### config.mk
export PLATFORM = sky130hd
export DESIGN_NAME = arm_imm_encoder
export DESIGN_NICKNAME = d
export VERILOG_FILES = /design/src/rtl/arm_imm_encoder.sv
export SDC_FILE = /design/constraint.sdc
export NUM_CORES = 1
export LEC_CHECK = 0
export CAP_MARGIN = 20
export CORE_UTILIZATION = 40
export DETAILED_ROUTE_END_ITERATION = 10
export PLACE_DENSITY_LB_ADDON = 0.08
export SYNTH_ARGS = -nofsm -noshare
export SYNTH_HDL_FRONTEND = slang
export SYNTH_SLANG_ARGS = --single-unit
### constraint.sdc
create_clock -name clk -period 8.6 [get_ports clk]
set_input_delay 1.72 -clock clk [delete_from_list [all_inputs] [get_ports clk]]
set_output_delay 1.72 -clock clk [all_outputs]
set_load 0.02 [all_outputs]
### src/rtl/arm_imm_encoder.sv
// Iterative encoder from a 32-bit constant to the 12-bit shift_operand field:
// rotated 8-bit immediate search (one rotate index per cycle) or signed 12-bit offset check.
module arm_imm_encoder (
  input  logic        clk,
  input  logic        rst,
  input  logic        start,
  input  logic [31:0] value,
  input  logic        is_mem_command,
  output logic        busy,
  output logic        done,
  output logic        valid,
  output logic [11:0] shift_operand
);

  localparam int LEN_ADDRESS       = 32;
  localparam int LEN_SHIFT_OPERAND = 12;

  typedef enum logic [1:0] {IDLE, SEARCH, DONE} state_t;

  state_t                         state, state_nxt;
  logic [LEN_ADDRESS-1:0]         value_q;
  logic                           mem_q;
  logic [3:0]                     k;
  logic                           valid_q;
  logic [LEN_SHIFT_OPERAND-1:0]   so_q;
  logic [LEN_ADDRESS-1:0]         rot;
  logic                           imm_hit;
  logic                           mem_hit;
  logic                           accept;

  function automatic logic [LEN_ADDRESS-1:0] rotl(input logic [LEN_ADDRESS-1:0] x,
                                                   input logic [4:0] s);
    logic [2*LEN_ADDRESS-1:0] d;
    d = {x, x} << s;
    return d[2*LEN_ADDRESS-1:LEN_ADDRESS];
  endfunction

  assign accept  = start && (state != SEARCH);
  assign rot     = rotl(value_q, {k, 1'b0});
  assign imm_hit = (rot[31:8] == 24'd0);
  // Offset fits when bits 31..11 are a pure sign extension of bit 11.
  assign mem_hit = (&value_q[31:11]) | ~(|value_q[31:11]);

  always_comb begin
    state_nxt = state;
    case (state)
      IDLE:    if (start) state_nxt = SEARCH;
      SEARCH:  if (mem_q || imm_hit || (k == 4'd15)) state_nxt = DONE;
      DONE:    state_nxt = start ? SEARCH : IDLE;
      default: state_nxt = IDLE;
    endcase
  end

  always_ff @(posedge clk or posedge rst) begin
    if (rst) begin
      state   <= IDLE;
      k       <= 4'd0;
      valid_q <= 1'b0;
      so_q    <= '0;
    end else begin
      state <= state_nxt;
      if (accept) begin
        k       <= 4'd0;
        valid_q <= 1'b0;
        so_q    <= '0;
      end else if (state == SEARCH) begin
        if (mem_q) begin
          valid_q <= mem_hit;
          so_q    <= mem_hit ? value_q[11:0] : '0;
        end else if (imm_hit) begin
          valid_q <= 1'b1;
          so_q    <= {k, rot[7:0]};
        end else if (k == 4'd15) begin
          valid_q <= 1'b0;
          so_q    <= '0;
        end else begin
          k <= k + 4'd1;
        end
      end
    end
  end

  // Request operands are pure data; they only matter once a request is accepted.
  always_ff @(posedge clk) begin
    if (accept) begin
      value_q <= value;
      mem_q   <= is_mem_command;
    end
  end

  assign busy          = (state == SEARCH);
  assign done          = (state == DONE);
  assign valid         = valid_q;
  assign shift_operand = so_q;

endmodule

==> out/results.tsv, run 1 <==
metric	value	unit
vias per cell	6.15	
Worst Reg-to-Reg Cells	9	
Clock Root Buffer	clkbuf_8	
clock-pin slew on the worst setup and hold paths	0.10	ns
syn nets	395	
slack of the critical path	4.72	ns
Tot GR Track Use	0.207	
YS warnings	0	
# diodes	0	
total wire length	9960	um
die height	101	um
initial core utilization	0.419	
Levels on crit path	9	
Power Total	0.00105	W
Final Instance Area	4530	um^2
fraction of registers with async set/reset	0.365	
RSZ-0062 raised after global routing	false	
number of global-route vias before repair	2965	
Fin Clk Skew	0.00961	ns
final setup TNS	0	ns
Syn Inst Count	358	
sequential share of the synthesized area	0.373	
power per cell area	232	nW/um^2
CTS tree	yes	
FF+latch area	1470	um^2
row count	35	
Yosys cell types	57	
Post-Syn Area	3930	um^2
Crit-path slowest cell	buf_4	
Crit. End Element	flop	
Min Hold Slack	0.502	ns
hold crit path type	reg2reg	
postcts setup bufs	0	
DR vias	3186	
period utilization	0.451	
fillers	913	
worst path buffer plus inverter count	1	
Slew Limit Headroom	0.381	
CTS Buffer Depth	2	
CTS Sinks	52	
commonest non-fill, non-tap cells in the layout	clkdlybuf4s50_1, edfxtp_1, nand2_1	
crit-path leading delay family	compound AO/OA/AOI/OAI gates	
Routed Antenna Nets	0	
Core Box Area	9370	um^2
Slew Limit Fails	0	
EDFF count, synth	33	
Post-synth top flop	edfxtp_1	
syn_area_per_cell	11.0	um^2
min Tclk post-route	3.88	ns
routability congestion estimate	0.905	
Worst Tran Pin Value	0.929	ns
post-synthesis register bit count	52	
global-route wire length before repair	16300	um
Multi-input gate area	2200	um^2
CP Max Fanout	81	
final setup vio count	0	
number of detailed-route iterations in the first pass	5	
share of cells above drive strength 1	0.157	
WL/cell	19.2	um
worst hold path stage count	1	
DP Wirelength	6890	um
P_leak	1.57	nW
Port Buffers	50	
die area	10200	um^2
largest net degree at the start of global routing	82	
outcome	finished, final reports clean	
final hold violations	0	
most common cell after layout, fill and taps aside	clkdlybuf4s50_1	
Worst Setup Start Kind	flop	
clock latency on the worst-skew pair	0.32	ns
total clock buffers created by CTS	5	
Worst Path Class, Setup	reg2reg	
hold_buf cts	0	
fmax	258	MHz
max-cap viol count	0	
# resized after CTS	0	
Crit path largest cell delay	0.69	ns
area post-placement	4400	um^2
H-tree depth	2	
drc violations	0	
initial antenna violation count	0	
Boundary Pins	51	
peak supply drop	0.0000825	V
area added between synthesis and finish	15.1	%
data required time at the worst endpoint	8.80	ns
cells along the critical path	buf_4 > nor2b_1 > a2111oi_0 > a21oi_1 > a2111oi_1 > nand3_1 > a21o_4 > a31oi_4 > mux2_2	
Setup WS pre-CTS	4.81	ns
die width	101	um
total grt overflow	0	
Iteration-0 DRC Markers	406	
Nets	425	
critical path arrival	4.08	ns
-- per-stage QoR --
stage               utilization  std cells
finish                    0.483        518
global route              0.483        518
CTS                       0.483        518
detailed placement        0.470        510
global placement          0.470        510
floorplan                     -        358
-- where the power goes --
group / leakage [nW] / switching [W] / internal, W
sequential: 0.567 / 0.0000475 / 0.000306
combinational: 0.944 / 0.000279 / 0.000239
clock: 0.0627 / 0.0000857 / 0.0000912
-- routing by layer --
layer  up-vias  GRT usage  part of all wire
met4         0     0.0669             0.022
met2       162      0.302              0.44
met1      1539      0.309              0.47
met3        22     0.0359             0.072
met5         -          0                 0
li1       1463          -                 -
-- path summary, 6_finish.rpt --
| check | start | end | slack, ns |
|---|---|---|---|
| setup / recovery | k[1]$_DFFE_PP0P_ | valid$_DFFE_PP0P_ | 4.72 |
| hold / removal | state[0]$_DFFE_PP0P_ | state[0]$_DFFE_PP0P_ | 0.50 |
| setup reg to reg | k[1]$_DFFE_PP0P_ | valid$_DFFE_PP0P_ | 4.72 |
| hold reg to reg | state[0]$_DFFE_PP0P_ | state[0]$_DFFE_PP0P_ | 0.50 |
| max in group asynchronous | rst | k[1]$_DFFE_PP0P_ | 6.30 |
| min in group asynchronous | rst | shift_operand[6]$_DFFE_PP0P_ | 1.81 |
-- Yosys cell counts, types with 2 or more instances --
cell / count / area share
a2111oi_0: 5 / 0.011
a2111oi_2: 2 / 0.0076
a211o_1: 5 / 0.011
a211oi_1: 10 / 0.019
a21oi_1: 28 / 0.036
a22o_1: 10 / 0.022
a31oi_1: 4 / 0.0064
and3_1: 3 / 0.0048
buf_1: 4 / 0.0038
buf_2: 5 / 0.0064
buf_6: 8 / 0.023
buf_8: 2 / 0.0076
clkbuf_1: 11 / 0.011
dfrtp_1: 19 / 0.12
edfxtp_1: 33 / 0.25
inv_1: 10 / 0.0095
mux2_2: 7 / 0.020
mux2_4: 12 / 0.046
mux2i_1: 29 / 0.074
mux4_2: 19 / 0.11
nand2_1: 32 / 0.031
nand2b_1: 5 / 0.0080
nand3_1: 4 / 0.0051
nand4_1: 8 / 0.013
nor2_1: 18 / 0.017
nor2b_1: 6 / 0.0095
nor3_1: 10 / 0.013
nor4_1: 7 / 0.011
o21ai_0: 7 / 0.0089
o221ai_1: 2 / 0.0045
o22ai_1: 2 / 0.0032
or3_1: 6 / 0.0095
-- kinds of logic (layout without fill, tap and decap cells) --
group,count (synthesis),after routing,synth area share
flops,52,52,0.373
mux,68,68,0.251
compound gates,89,89,0.172
buf+inv,42,73,0.0668
fa+ha+maj,1,1,0.00318
simple gates,106,106,0.134
-- cell type report --
cell class	count	share of cell area
inverters	11	0.00912
flip-flops and latches	52	0.325
multi-input cells	264	0.487
repair buffers	54	0.117
clock buffers	8	0.0268
well taps	129	0.0357
-- state kept, by name, indices dropped and copies added, names as in the netlist --
name	cells
valid	1
shift_operand	12
state	2
k	4
value_q	32
mem_q	1
No activity file was read; power rests on OpenSTA's default activity.
==> inputs of run 2 (changes only) <==
Clock period 8.6 ns to 3.7 ns, I/O delays scaled along.
==> out/results.tsv, run 2 (synthesis gave the netlist of run 1 again) <==
metric	value	unit
outcome	finished, final reports clean	
Clk pwr share	0.132	
Crit. End Element	flop	
CTS Sinks	52	
Multi-input gate area	2200	um^2
Nets	438	
Worst Tran Pin Value	0.748	ns
area added between synthesis and finish	17.2	%
final setup TNS	0	ns
placed insts	523	
WL/cell	20.1	um
switching part of the total	0.405	
DR vias	3223	
postcts setup bufs	0	
FF+latch area	1470	um^2
Core Box Area	9370	um^2
total wire length	10700	um
peak supply drop	0.000205	V
Port Buffers	50	
Slew Limit Headroom	0.501	
most common cell after layout, fill and taps aside	clkdlybuf4s50_1	
total clock buffers created by CTS	5	
largest net degree at the start of global routing	32	
critical path arrival	3.58	ns
Fin Clk Skew	0.00800	ns
initial core utilization	0.419	
switching pwr	0.000982	W
Slew Limit Fails	0	
min Tclk post-route	3.38	ns
final setup vio count	0	
global-route wire length before repair	17300	um
commonest non-fill, non-tap cells in the layout	clkdlybuf4s50_1, edfxtp_1, nand2_1	
share of cells above drive strength 1	0.179	
max reg flops	32	
Clock Root Buffer	clkbuf_8	
routability congestion estimate	0.891	
initial antenna violation count	0	
area post-placement	4530	um^2
Seq pwr share	0.377	
Tot GR Track Use	0.222	
drc violations	0	
Util after Layout	0.492	
# diodes	0	
Worst Path Class, Setup	reg2reg	
final hold violations	0	
H-tree depth	2	
clock-pin slew on the worst setup and hold paths	0.09	ns
fillers	888	
CTS tree	yes	
max-cap viol count	0	
data required time at the worst endpoint	3.90	ns
die height	101	um
die area	10200	um^2
RSZ-0062 raised after global routing	false	
final std cells w/o fill	531	
number of detailed-route iterations in the first pass	4	
hold crit path type	reg2reg	
clock latency on the worst-skew pair	0.31	ns
Routed Antenna Nets	0	
power per cell area	526	nW/um^2
P_leak	1.63	nW
hold_buf cts	0	
period utilization	0.912	
Final Instance Area	4610	um^2
DP Wirelength	7800	um
fmax	296	MHz
Boundary Pins	51	
CP Max Fanout	31	
CTS Buffer Depth	2	
Worst Setup Start Kind	flop	
# resized after CTS	0	
top register by number of flip-flops	value_q	
combinational power share	0.490	
number of global-route vias before repair	3158	
Cell Int Power	0.00144	W
Iteration-0 DRC Markers	308	
row count	35	
vias per cell	6.07	
Min Hold Slack	0.507	ns
die width	101	um
total grt overflow	0	
run 2: area by class of cell:
class	count	area share
multi-input cells	264	0.478
flip-flops and latches	52	0.319
repair buffers	67	0.142
well taps	129	0.0350
clock buffers	7	0.0166
inverters	11	0.00896
clock inverters	1	0.00109
run 2: layer usage:
layer	share of wire	global-route usage	wire, um	up-vias
met5	0	0	0	-
met4	0.021	0.0803	223	0
met3	0.066	0.0276	706	18
met2	0.46	0.352	4960	143
met1	0.45	0.313	4790	1569
li1	-	-	-	1493
run 2: through the flow:
stage / setup WS (ns) / total power, W
after floorplan: 0.899 / 0.00181
after global placement: 0.379 / 0.00210
after detailed placement: 0.370 / 0.00210
after CTS: 0.328 / 0.00243
after global routing: 0.109 / 0.00258
final: 0.324 / 0.00243
run 2: path summary, 6_finish.rpt:
path	to	from	slack, ns	cells past startpoint
worst max register to register	valid$_DFFE_PP0P_	k[1]$_DFFE_PP0P_	0.32	10
worst max-delay path	valid$_DFFE_PP0P_	k[1]$_DFFE_PP0P_	0.32	10
worst min-delay path	state[0]$_DFFE_PP0P_	state[0]$_DFFE_PP0P_	0.51	1
min in group asynchronous	shift_operand[4]$_DFFE_PP0P_	rst	0.85	2
max in group asynchronous	k[1]$_DFFE_PP0P_	rst	2.33	2
worst min register to register	state[0]$_DFFE_PP0P_	state[0]$_DFFE_PP0P_	0.51	1
run 2: power groups by stage:
stage | clock [W] | sequential [W] | combinational, W
global placement | 0 | 0.000921 | 0.00118
CTS | 0.000337 | 0.000914 | 0.00118
global route | 0.000354 | 0.000938 | 0.00128
detailed placement | 0 | 0.000927 | 0.00118
floorplan | 0 | 0.000807 | 0.00100
finish | 0.000321 | 0.000915 | 0.00119
run 2: worst max-delay path, stage by stage, from the launching register on:
cell and delay (ns):
dfrtp_2 0.82, buf_4 0.34, mux2i_1 0.37, nand2_1 0.11, a2111oi_2 0.24, a21oi_1 0.13
a211o_1 0.34, a21o_4 0.24, a31oi_4 0.16, buf_12 0.18, mux2_2 0.33
==> inputs of run 3 (changes only) <==
Settings changed: CAP_MARGIN 20 to not set, DONT_BUFFER_PORTS set to 1, TNS_END_PERCENT set to 50.
==> out/results.tsv, run 3 (synthesis gave the netlist of run 1 again) <==
metric	value	unit
hold_buf cts	0	
number of detailed-route iterations in the first pass	5	
final setup vio count	0	
# resized after CTS	0	
Setup WS pre-CTS	0.314	ns
Worst Reg-to-Reg Cells	9	
total clock buffers created by CTS	5	
max-cap viol count	0	
CP Max Fanout	29	
Iteration-0 DRC Markers	255	
total wire length	10800	um
postcts setup bufs	0	
row count	35	
peak supply drop	0.000244	V
period utilization	0.933	
DR WL met3	676	um
RSZ-0062 raised after global routing	false	
most common cell after layout, fill and taps aside	edfxtp_1	
power per cell area	585	nW/um^2
area added between synthesis and finish	4.84	%
Worst Setup Start Kind	flop	
die height	101	um
fillers	911	
r2r setup slk	0.25	ns
slack of the critical path	0.249	ns
DR vias	3064	
routed length on met1	4990	um
Slew Limit Headroom	0.493	
share of cells above drive strength 1	0.205	
# diodes	0	
P_leak	1.44	nW
Tot GR Track Use	0.221	
data required time at the worst endpoint	3.90	ns
Worst Path Class, Setup	reg2reg	
Clock Root Buffer	clkbuf_8	
vias per cell	6.38	
total grt overflow	0	
initial antenna violation count	0	
H-tree depth	2	
area post-placement	4020	um^2
final hold violations	0	
placed insts	472	
WL/cell	22.5	um
global-route wire length before repair	17000	um
CTS Sinks	52	
clock latency on the worst-skew pair	0.31	ns
top register by number of flip-flops	value_q	
drc violations	0	
critical path arrival	3.65	ns
CTS tree	yes	
number of global-route vias before repair	2801	
Core Box Area	9370	um^2
DP Wirelength	7810	um
fmax	290	MHz
clock-pin slew on the worst setup and hold paths	0.10	ns
Nets	387	
outcome	finished, final reports clean	
final std cells w/o fill	480	
Routed Antenna Nets	0	
die width	101	um
commonest non-fill, non-tap cells in the layout	edfxtp_1, nand2_1, mux2i_1	
final setup TNS	0	ns
initial core utilization	0.419	
die area	10200	um^2
Slew Limit Fails	0	
routability congestion estimate	0.917	
largest net degree at the start of global routing	30	
Port Buffers	0	
Final Instance Area	4120	um^2
met2 WL	4920	um
max layer used	met4	
capture point of the worst reg-to-reg path	shift_operand[10]$_DFFE_PP0P_	
CTS Buffer Depth	2	
hold crit path type	in2async	
Fin Clk Skew	0.00891	ns
Boundary Pins	51	
Worst Tran Pin Value	0.760	ns
Crit. End Element	flop	
max reg flops	32	
RR Startpoint	k[1]$_DFFE_PP0P_	
min Tclk post-route	3.45	ns
## run 3: metal layers
layer  vias up  global-route usage
li1       1381                   -
met1      1517               0.329
met2       149               0.336
met3        17              0.0317
met4         0              0.0557
met5         -                   0
## run 3: area by class of cell
| class | count | area [um^2] | share of cell area |
|---|---|---|---|
| Clock buffer | 7 | 97.6 | 0.0237 |
| Clock inverter | 1 | 5.00 | 0.00121 |
| Inverter | 11 | 41.3 | 0.0100 |
| Multi-Input combinational cell | 264 | 2200 | 0.534 |
| Sequential cell | 52 | 1470 | 0.356 |
| Tap cell | 129 | 161 | 0.0392 |
| Timing Repair Buffer | 16 | 145 | 0.0352 |
## run 3: worst max-delay path by stage
stage                startpoint                       endpoint  cells past startpoint
3_3_place_gp   k[1]$_DFFE_PP0P_  shift_operand[10]$_DFFE_PP0P_                      9
3_5_place_dp   k[1]$_DFFE_PP0P_              valid$_DFFE_PP0P_                      9
4_1_cts        k[1]$_DFFE_PP0P_  shift_operand[10]$_DFFE_PP0P_                      9
6_report       k[1]$_DFFE_PP0P_  shift_operand[10]$_DFFE_PP0P_                      9
2_1_floorplan  k[1]$_DFFE_PP0P_   shift_operand[0]$_DFFE_PP0P_                     10
5_1_grt        k[1]$_DFFE_PP0P_              valid$_DFFE_PP0P_                      9
## run 3: power by group
group          internal (W)  leakage (nW)  total, W  switching (W)
Clock              0.000174        0.0534  0.000372       0.000198
Sequential         0.000712         0.567  0.000925       0.000213
Combinational      0.000534         0.823   0.00111       0.000579
## run 3: stage by stage
step | util | power [W] | hold slack (ns)
after global placement | 0.429 | 0.00204 | 0.482
final | 0.440 | 0.00241 | 0.440
after floorplan | - | 0.00181 | 0.458
after detailed placement | 0.429 | 0.00204 | 0.497
after global routing | 0.440 | 0.00255 | 0.498
after CTS | 0.440 | 0.00241 | 0.476
## run 3: worst max-delay path, cell delays in order, from the launching register on
cell     delay, ns
dfrtp_2       0.75
buf_4         0.29
mux4_2        0.54
nor4_1        0.35
nand2_1       0.12
a211o_1       0.36
a21o_4        0.24
a31oi_4       0.16
buf_12        0.18
mux2_2        0.34
